**src/rtl/mux4_sel_arb_if.sv**
```systemverilog
// rtl/mux4_sel_arb_if.sv - request/beat/select bundle between sources, arbiter and 4:1 select mux
interface mux4_sel_arb_if;
  logic [3:0] req;
  logic       last;
  logic       out_ready;
  logic       out_valid;
  logic [3:0] grant;
  logic       sel0_l;
  logic       sel1_l;
  logic       sel2_l;
  logic       sel3_l;

  modport master (
    output req, last, out_ready,
    input  out_valid, grant, sel0_l, sel1_l, sel2_l, sel3_l
  );

  modport slave (
    input  req, last, out_ready,
    output out_valid, grant, sel0_l, sel1_l, sel2_l, sel3_l
  );
endinterface

```
**src/rtl/mux4_sel_arb.sv**
```systemverilog
// rtl/mux4_sel_arb.sv - 4-source beat arbiter with registered one-cold mux selects
// Round-robin or fixed priority, beat-limited grants, back-to-back re-arbitration on release.
module mux4_sel_arb #(
  parameter int MAX_BEATS = 16,
  parameter bit RR        = 1'b1
) (
  input  logic          clk,
  input  logic          reset,
  mux4_sel_arb_if.slave bus
);

  typedef enum logic {IDLE = 1'b0, BUSY = 1'b1} state_t;

  state_t     state_q, state_d;
  logic [1:0] ptr_q, ptr_d;
  logic [7:0] bcnt_q, bcnt_d;
  logic [3:0] grant_q, grant_d;
  logic [3:0] sel_l_q, sel_l_d;
  logic       out_valid_q, out_valid_d;

  logic [3:0] win;
  logic [1:0] g_idx;
  logic [1:0] ptr_rel;
  logic [1:0] base;
  logic       g_req;
  logic       accept;
  logic       limit_hit;
  logic       abort;
  logic       rel;

  // Highest priority is start, then start+1, ... wrapping; lowest offset is written last and wins.
  function automatic logic [3:0] pick(input logic [3:0] r, input logic [1:0] start);
    logic [3:0] w;
    logic [1:0] idx;
    w = 4'b0000;
    for (int i = 3; i >= 0; i--) begin
      idx = start + 2'(i);
      if (r[idx]) w = 4'b0001 << idx;
    end
    return w;
  endfunction

  always_comb begin
    g_idx = 2'd0;
    for (int i = 0; i < 4; i++) begin
      if (grant_q[i]) g_idx = 2'(i);
    end
  end

  assign g_req     = |(bus.req & grant_q);
  assign accept    = (state_q == BUSY) && out_valid_q && bus.out_ready;
  assign limit_hit = accept && ((bcnt_q + 8'd1) == 8'(MAX_BEATS));
  assign abort     = (state_q == BUSY) && !g_req;
  assign rel       = abort || (accept && bus.last) || limit_hit;
  assign ptr_rel   = RR ? (g_idx + 2'd1) : 2'd0;
  assign base      = RR ? ptr_q : 2'd0;

  always_ff @(posedge clk or posedge reset) begin
    if (reset) begin
      state_q     <= IDLE;
      ptr_q       <= 2'd0;
      bcnt_q      <= 8'd0;
      grant_q     <= 4'b0000;
      sel_l_q     <= 4'b1110;
      out_valid_q <= 1'b0;
    end else begin
      state_q     <= state_d;
      ptr_q       <= ptr_d;
      bcnt_q      <= bcnt_d;
      grant_q     <= grant_d;
      sel_l_q     <= sel_l_d;
      out_valid_q <= out_valid_d;
    end
  end

  // Fixed priority regrants the releasing source when it still requests; only round-robin masks it.
  always_comb begin
    state_d = state_q;
    ptr_d   = ptr_q;
    bcnt_d  = bcnt_q;
    win     = 4'b0000;
    case (state_q)
      IDLE: begin
        win = pick(bus.req, base);
        if (|win) begin
          state_d = BUSY;
          bcnt_d  = 8'd0;
        end
      end
      BUSY: begin
        if (rel) begin
          ptr_d   = ptr_rel;
          bcnt_d  = 8'd0;
          win     = pick(bus.req & (RR ? ~grant_q : 4'b1111), ptr_rel);
          state_d = (|win) ? BUSY : IDLE;
        end else if (accept && (bcnt_q != 8'(MAX_BEATS))) begin
          bcnt_d = bcnt_q + 8'd1;
        end
      end
      default: state_d = IDLE;
    endcase
  end

  // A grant following an abort starts with out_valid low; selects park on the last winner in IDLE.
  always_comb begin
    grant_d     = grant_q;
    sel_l_d     = sel_l_q;
    out_valid_d = out_valid_q;
    if (|win) begin
      grant_d     = win;
      sel_l_d     = ~win;
      out_valid_d = !abort;
    end else if (state_d == BUSY) begin
      out_valid_d = g_req;
    end else begin
      grant_d     = 4'b0000;
      out_valid_d = 1'b0;
    end
  end

  assign bus.grant     = grant_q;
  assign bus.out_valid = out_valid_q;
  assign bus.sel0_l    = sel_l_q[0];
  assign bus.sel1_l    = sel_l_q[1];
  assign bus.sel2_l    = sel_l_q[2];
  assign bus.sel3_l    = sel_l_q[3];

endmodule

```
**src/flat_wrapper.sv**
```systemverilog
// flat-port wrapper written by rule: the top's interface ports become plain ports
module mux4_sel_arb_flat 
#(
  parameter int MAX_BEATS = 16,
  parameter bit RR        = 1'b1
)
  (clk, reset, bus_req, bus_last, bus_out_ready, bus_out_valid, bus_grant, bus_sel0_l, bus_sel1_l, bus_sel2_l, bus_sel3_l);
  mux4_sel_arb_if bus_i ();
  input  logic clk;
  input  logic reset;
  input wire logic [$bits(bus_i.req)-1:0] bus_req;
  input wire logic [$bits(bus_i.last)-1:0] bus_last;
  input wire logic [$bits(bus_i.out_ready)-1:0] bus_out_ready;
  output wire logic [$bits(bus_i.out_valid)-1:0] bus_out_valid;
  output wire logic [$bits(bus_i.grant)-1:0] bus_grant;
  output wire logic [$bits(bus_i.sel0_l)-1:0] bus_sel0_l;
  output wire logic [$bits(bus_i.sel1_l)-1:0] bus_sel1_l;
  output wire logic [$bits(bus_i.sel2_l)-1:0] bus_sel2_l;
  output wire logic [$bits(bus_i.sel3_l)-1:0] bus_sel3_l;
  assign bus_i.req = bus_req;
  assign bus_i.last = bus_last;
  assign bus_i.out_ready = bus_out_ready;
  assign bus_out_valid = bus_i.out_valid;
  assign bus_grant = bus_i.grant;
  assign bus_sel0_l = bus_i.sel0_l;
  assign bus_sel1_l = bus_i.sel1_l;
  assign bus_sel2_l = bus_i.sel2_l;
  assign bus_sel3_l = bus_i.sel3_l;
  mux4_sel_arb #(.MAX_BEATS(MAX_BEATS), .RR(RR)) u_core (.clk(clk), .reset(reset), .bus(bus_i));
endmodule
```
**config.mk**
```make
export PLATFORM = sky130hd
export DESIGN_NAME = mux4_sel_arb_flat
export DESIGN_NICKNAME = d
export VERILOG_FILES = /design/src/rtl/mux4_sel_arb_if.sv /design/src/rtl/mux4_sel_arb.sv /design/src/flat_wrapper.sv
export SDC_FILE = /design/constraint.sdc
export NUM_CORES = 1
export LEC_CHECK = 0
export BUFFER_PORTS_ARGS = -buffer_cell sky130_fd_sc_hd__clkbuf_2
export CAP_MARGIN = 20
export CORE_MARGIN = 1.5
export CORE_UTILIZATION = 50
export DETAILED_ROUTE_END_ITERATION = 12
export HOLD_SLACK_MARGIN = 0.1
export PLACE_DENSITY_LB_ADDON = 0.05
export SLEW_MARGIN = 20
export SYNTH_ARGS = -nofsm -noshare
export SYNTH_HDL_FRONTEND = slang
export SYNTH_SLANG_ARGS = --single-unit
```
**constraint.sdc**
```tcl
create_clock -name clk -period 8.2 [get_ports clk]
set_clock_uncertainty 0.15 [all_clocks]
set_input_delay 1.64 -clock clk [delete_from_list [all_inputs] [get_ports clk]]
set_output_delay 1.64 -clock clk [all_outputs]
set_load 0.02 [all_outputs]
```
==> impl_metrics.py, run 1 <==
metrics = {
    "outcome": {
        "outcome": "finished, final reports clean",
    },
    "timing": {
        "relSlewSlack_pct": 49.4,
        "rsz0062_at_grt": "no",
        "period_needed_ns": 3.98,
        "fin_tns_setup_ns": 0,
        "holdWs_ns": 0.364,
        "finalCritPeriodShare_pct": 48.5,
        "worstMarginPinSlew_ns": 0.758,
        "setup_viol": 0,
        "finalHoldViolations": 0,
        "drv_slew": 0,
        "fmax_ghz": 0.251,
    },
    "final_layout": {
        "antenna_cells": 0,
        "postLayoutCellArea_mm2": 0.00201,
        "instances_no_fill": 267,
        "areaGrowthSynthToFinish_pct": 7.49,
        "num-fill-cells": 342,
        "drive_gt1_share_pct": 16.9,
        "num-nets-final": 246,
    },
    "drt": {
        "drtAntennaViolNets": 0,
        "dr.pass1.iters": 5,
        "routed_wl_um": 4210,
        "routed_via_density": 6.02,
        "post_drt_wl_per_cell_um": 15.8,
        "drt-initial-drc-count": 117,
        "drc": 0,
        "dr_total_vias": 1607,
    },
    "power_and_ir_drop": {
        "p_per_area_mw_per_mm2": 462,
        "leakage_nw": 0.882,
        "irDropWorstVdd_mv": 0.280,
        "total_power_w": 0.000928,
        "p_int_w": 0.000455,
        "netSwitchingFraction_pct": 51.0,
        "pwr-share-seq_pct": 20.9,
        "combPwrFrac_pct": 72.0,
        "p_sw_w": 0.000473,
        "clkPwrFrac_pct": 7.1,
    },
    "critical_path": {
        "cp_max_fo": 7,
        "end_kind": "flop",
        "critical_path_class": "in -> reg",
        "crit_path_max_incr_delay_ns": 0.48,
        "required_ns": 8.19,
        "worstPathCellList": "clkbuf_2 > mux4_2 > nor2b_1 > a221o_1 > a22oi_1 > nand4_1 > o21ai_1 > nor4_1 > a211o_1",
        "startpoint_type": "input port",
        "cp_slowest_cell": "mux4_2",
        "worst_ep_arrival_time_ns": 3.97,
    },
    "floorplan": {
        "coreArea_mm2": 0.00363,
        "start_util_pct": 51.5,
        "fp-row-count": 22,
        "die_h_um": 64.2,
        "fp.dieW_um": 64.2,
        "io_pins": 17,
        "die_area_mm2": 0.00412,
    },
    "logic_synthesis": {
        "synth_ff_type": "dfrtp_1",
        "ys.warnings.count": 0,
        "synth.net_count": 231,
        "syn_inst": 205,
        "syn_area_mm2": 0.00187,
        "synth-seq-cells": 20,
        "ys_seq_area_share_pct": 27.0,
        "synth-edff-count": 0,
        "synth_cell_types": 59,
        "async_reset_ff_share_pct": 100,
        "postSynthAreaPerCell_um2": 9.12,
    },
    "clock_network": {
        "h-tree-depth": 1,
        "cts_tree": "built",
        "clkSlewWorstSetupHoldPaths_ns": 0.06,
        "hold_buffers": 0,
        "clk_latency_ns": 0.26,
        "cts_buffers": 3,
        "post_cts_resized": 0,
        "clkSinkCount": 20,
        "post_cts_buffers": 0,
        "root_buffer": "clkbuf_8",
        "clock_path_buffers": 2,
    },
    "placement": {
        "postPlaceCellArea_mm2": 0.00197,
        "hpwl_um": 3270,
        "gp_congestion": 0.850,
        "dp.cells": 263,
        "portBuffers": 16,
    },
    "global_route": {
        "grt_antenna_before_repair": 0,
        "grt_overflow": 0,
        "grt_first_pass_wirelength_um": 7220,
        "grtUsageTotal_pct": 21.8,
        "grt_pass1_vias": 1547,
        "grt_max_degree": 21,
    },
    "run": {
        "cap_violations": 0,
    },
    "hold_path": {
        "hold_class": "reg -> reg",
    },
}
[flip-flops by register name (all words and copies together) (netlist names)]
register              flops
u_core.state_q            1
u_core.base               2
u_core.sel_l_q            4
u_core.bus.grant          4
u_core.bus.out_valid      1
u_core.bcnt_q             8
[worst max-delay path, delay by kind of cell]
family,cells,cell delay [ns]
buffers and inverters,1,0.14
and+or+nand+nor,3,0.54
muxes,1,0.48
AOI/OAI and AO/OA,4,1.16
[final timing paths]
| path | from | endpoint | slack [ns] | cells past startpoint |
|---|---|---|---|---|
| worst max-delay path | bus_req[1] | u_core.bcnt_q[6] | 4.22 | 9 |
| worst min-delay path | u_core.sel_l_q[0] | u_core.sel_l_q[0] | 0.36 | 1 |
| worst max register to register | u_core.bus.grant[1] | u_core.sel_l_q[3] | 4.54 | 11 |
| worst min register to register | u_core.sel_l_q[0] | u_core.sel_l_q[0] | 0.36 | 1 |
| max in group asynchronous | reset | u_core.bus.out_valid | 6.08 | 2 |
| min in group asynchronous | reset | u_core.bcnt_q[3] | 1.33 | 2 |
[layer usage]
layer | global-route usage, % | up-vias | share of wire (%)
met5 | 0 | - | 0
met4 | 3.99 | 0 | 0.40
met3 | 3.35 | 2 | 3.4
met2 | 34.5 | 34 | 46
met1 | 31.7 | 777 | 50
li1 | - | 794 | -
[stage by stage]
stage | util (%) | setup slack, ns
after floorplan | - | 4.49
after global placement | 54.1 | 4.04
after detailed placement | 54.1 | 3.99
after CTS | 55.3 | 4.24
after global routing | 55.3 | 4.09
final | 55.3 | 4.22
[cell families (layout without fill, tap and decap cells)]
| kind of cell | count (synthesis) | count (layout) | synth area share, % |
|---|---|---|---|
| AND/OR/NAND/NOR | 67 | 67 | 19.8 |
| AO/OA/AOI/OAI | 66 | 66 | 27.3 |
| buffers and inverters | 24 | 38 | 6.02 |
| flip-flops | 20 | 20 | 27.0 |
| adder cells (fa/ha/maj) | 18 | 18 | 12.0 |
| multiplexers | 8 | 8 | 6.96 |
| XOR/XNOR | 2 | 2 | 0.937 |
[synthesized netlist by cell type (4+ instances only)]
cell type   n  area [um^2]
ha_1       18          225
inv_1      18         67.6
dfrtp_1    17          425
nand2_1    14         52.6
o21ai_0    14         70.1
nor2_1     12         45.0
a21oi_1     5         25.0
nand2b_1    5         31.3
nor2b_1     5         31.3
and3_1      4         25.0
mux2i_1     4         40.0
mux4_2      4         90.1
nand3_1     4         20.0
o22a_1      4         35.0
[layout by cell type, fill, tap and decap left out, types with 5 or more instances in the layout]
cell type / n
nand2b_1: 5
clkbuf_2: 16
nor2_1: 12
ha_1: 18
nand2_1: 14
dfrtp_1: 17
a21oi_1: 5
o21ai_0: 14
nor2b_1: 5
inv_1: 18
[cell type report]
cell class	count	area (um^2)	share of cell area (%)
clock buffer	4	45.0	2.24
multi-input combinational	161	1250	62.4
inverter	18	67.6	3.36
sequential	20	504	25.1
timing repair buffer	16	80.1	3.98
tap	48	60.1	2.99
[power groups by stage]
stage | combinational, W | sequential (W) | clock [W]
after floorplan | 0.000543 | 0.000196 | 0
after global routing | 0.000749 | 0.000202 | 0.0000711
after global placement | 0.000655 | 0.000193 | 0
final | 0.000668 | 0.000194 | 0.0000660
after CTS | 0.000668 | 0.000194 | 0.0000679
after detailed placement | 0.000666 | 0.000196 | 0
Note: power is estimated with default switching activity, not from simulation.
==> run 2, diff against run 1 <==
Clock period 8.2 ns to 3.9 ns, I/O delays scaled along.
==> impl_metrics.py, run 2 (same netlist as run 1, synthesis figures left out) <==
metrics = {
    "drt": {
        "drc": 0,
        "dr.pass1.iters": 4,
        "drtAntennaViolNets": 0,
        "drt-initial-drc-count": 73,
        "post_drt_wl_per_cell_um": 16.3,
        "routed_wl_um": 4350,
        "dr_total_vias": 1640,
        "routed_via_density": 6.14,
    },
    "critical_path": {
        "r2r_end": "u_core.bus.out_valid",
        "required_ns": 3.86,
        "reg2reg_slack_ns": 0.35,
        "critical_path_class": "reg -> reg",
        "end_kind": "flop",
        "ff2ff_path_depth": 10,
        "worst_ep_arrival_time_ns": 3.51,
        "reg2reg_from": "u_core.base[0]",
        "startpoint_type": "flop",
        "cp_max_fo": 10,
    },
    "global_route": {
        "grt_antenna_before_repair": 0,
        "grtUsageTotal_pct": 22.9,
        "grt_overflow": 0,
        "grt_pass1_vias": 1570,
        "grt_first_pass_wirelength_um": 7470,
        "grt_max_degree": 21,
    },
    "timing": {
        "worstMarginPinSlew_ns": 0.725,
        "fmax_ghz": 0.282,
        "setup_viol": 0,
        "relSlewSlack_pct": 51.6,
        "finalCritPeriodShare_pct": 91.1,
        "rsz0062_at_grt": "no",
        "drv_slew": 0,
        "period_needed_ns": 3.55,
        "finalHoldViolations": 0,
        "fin_tns_setup_ns": 0,
    },
    "final_layout": {
        "drive_gt1_share_pct": 17.4,
        "num-nets-final": 246,
        "areaGrowthSynthToFinish_pct": 8.03,
        "num-fill-cells": 355,
        "instances_no_fill": 267,
        "largest_register": "u_core.bcnt_q",
        "final_cell_mix": "18 x inv_1, 18 x ha_1, 17 x dfrtp_1",
        "antenna_cells": 0,
        "largest_reg_flops": 8,
    },
    "clock_network": {
        "clk_latency_ns": 0.26,
        "post_cts_resized": 0,
        "root_buffer": "clkbuf_8",
        "cts_buffers": 3,
        "post_cts_buffers": 0,
        "h-tree-depth": 1,
        "clkSlewWorstSetupHoldPaths_ns": 0.07,
        "hold_buffers": 0,
        "clock_path_buffers": 2,
        "clkSinkCount": 20,
        "cts_tree": "built",
    },
    "placement": {
        "gp_congestion": 0.899,
        "hpwl_um": 3410,
        "dp.cells": 263,
        "portBuffers": 16,
    },
    "floorplan": {
        "start_util_pct": 51.5,
        "fp.dieW_um": 64.2,
        "die_area_mm2": 0.00412,
        "coreArea_mm2": 0.00363,
        "io_pins": 17,
        "die_h_um": 64.2,
        "fp-row-count": 22,
    },
    "run": {
        "cap_violations": 0,
    },
    "hold_path": {
        "holdPathStages": 1,
        "hold_class": "reg -> reg",
        "hold_end": "u_core.sel_l_q[0]",
        "min-delay-start": "u_core.sel_l_q[0]",
    },
    "outcome": {
        "outcome": "finished, final reports clean",
    },
}
-- run 2: cell count changes in the layout (fill, tap and decap cells not counted) --
cell      before  now
clkbuf_1       1    0
clkbuf_8       3    4
-- run 2: through the flow --
stage,hold WS [ns],utilization [%],cell area (um^2),setup WS [ns]
6_report,0.355,55.6,2020,0.348
5_1_grt,0.394,55.6,2020,0.0567
4_1_cts,0.362,55.6,2020,0.385
3_5_place_dp,0.346,54.1,1970,0.408
3_3_place_gp,0.339,54.1,1970,0.501
2_1_floorplan,0.344,-,1870,0.589
-- run 2: metal layers --
metal / GRT usage [%] / wire length (um) / vias up
li1: - / - / 798
met1: 31.8 / 2070 / 794
met5: 0 / 0 / -
met3: 3.35 / 151 / 7
met2: 37.8 / 2080 / 41
met4: 5.32 / 44 / 0
-- run 2: worst max path at each step --
stage               cells past startpoint                start              endpoint  slack (ns)
CTS                                    10       u_core.base[0]  u_core.bus.out_valid        0.38
global route                           11  u_core.bus.grant[1]  u_core.bus.out_valid        0.06
floorplan                              13  u_core.bus.grant[1]     u_core.sel_l_q[1]        0.59
finish                                 10       u_core.base[0]  u_core.bus.out_valid        0.35
detailed placement                      9           bus_req[0]  u_core.bus.out_valid        0.41
global placement                        9           bus_req[0]  u_core.bus.out_valid        0.50
-- run 2: cell type report --
type                       instances  area, um^2  area share, %
multi-input combinational        161        1250           62.0
sequential                        20         504           25.0
timing repair buffer              16        80.1           3.96
inverter                          18        67.6           3.34
tap                               48        60.1           2.97
clock buffer                       4        55.1           2.72
-- run 2: worst max-delay path, stage by stage, from the launching register on --
cell	delay, ns
dfrtp_1	0.59
inv_1	0.17
ha_1	0.35
mux4_2	0.31
nor2b_1	0.17
a221oi_1	0.29
a211o_1	0.16
a21boi_0	0.32
o22ai_1	0.27
nor4b_1	0.48
o22ai_1	0.14
Power of run 2 is not shown: default switching activity piles up to over one toggle a cycle in this logic, so the estimate is an artifact.
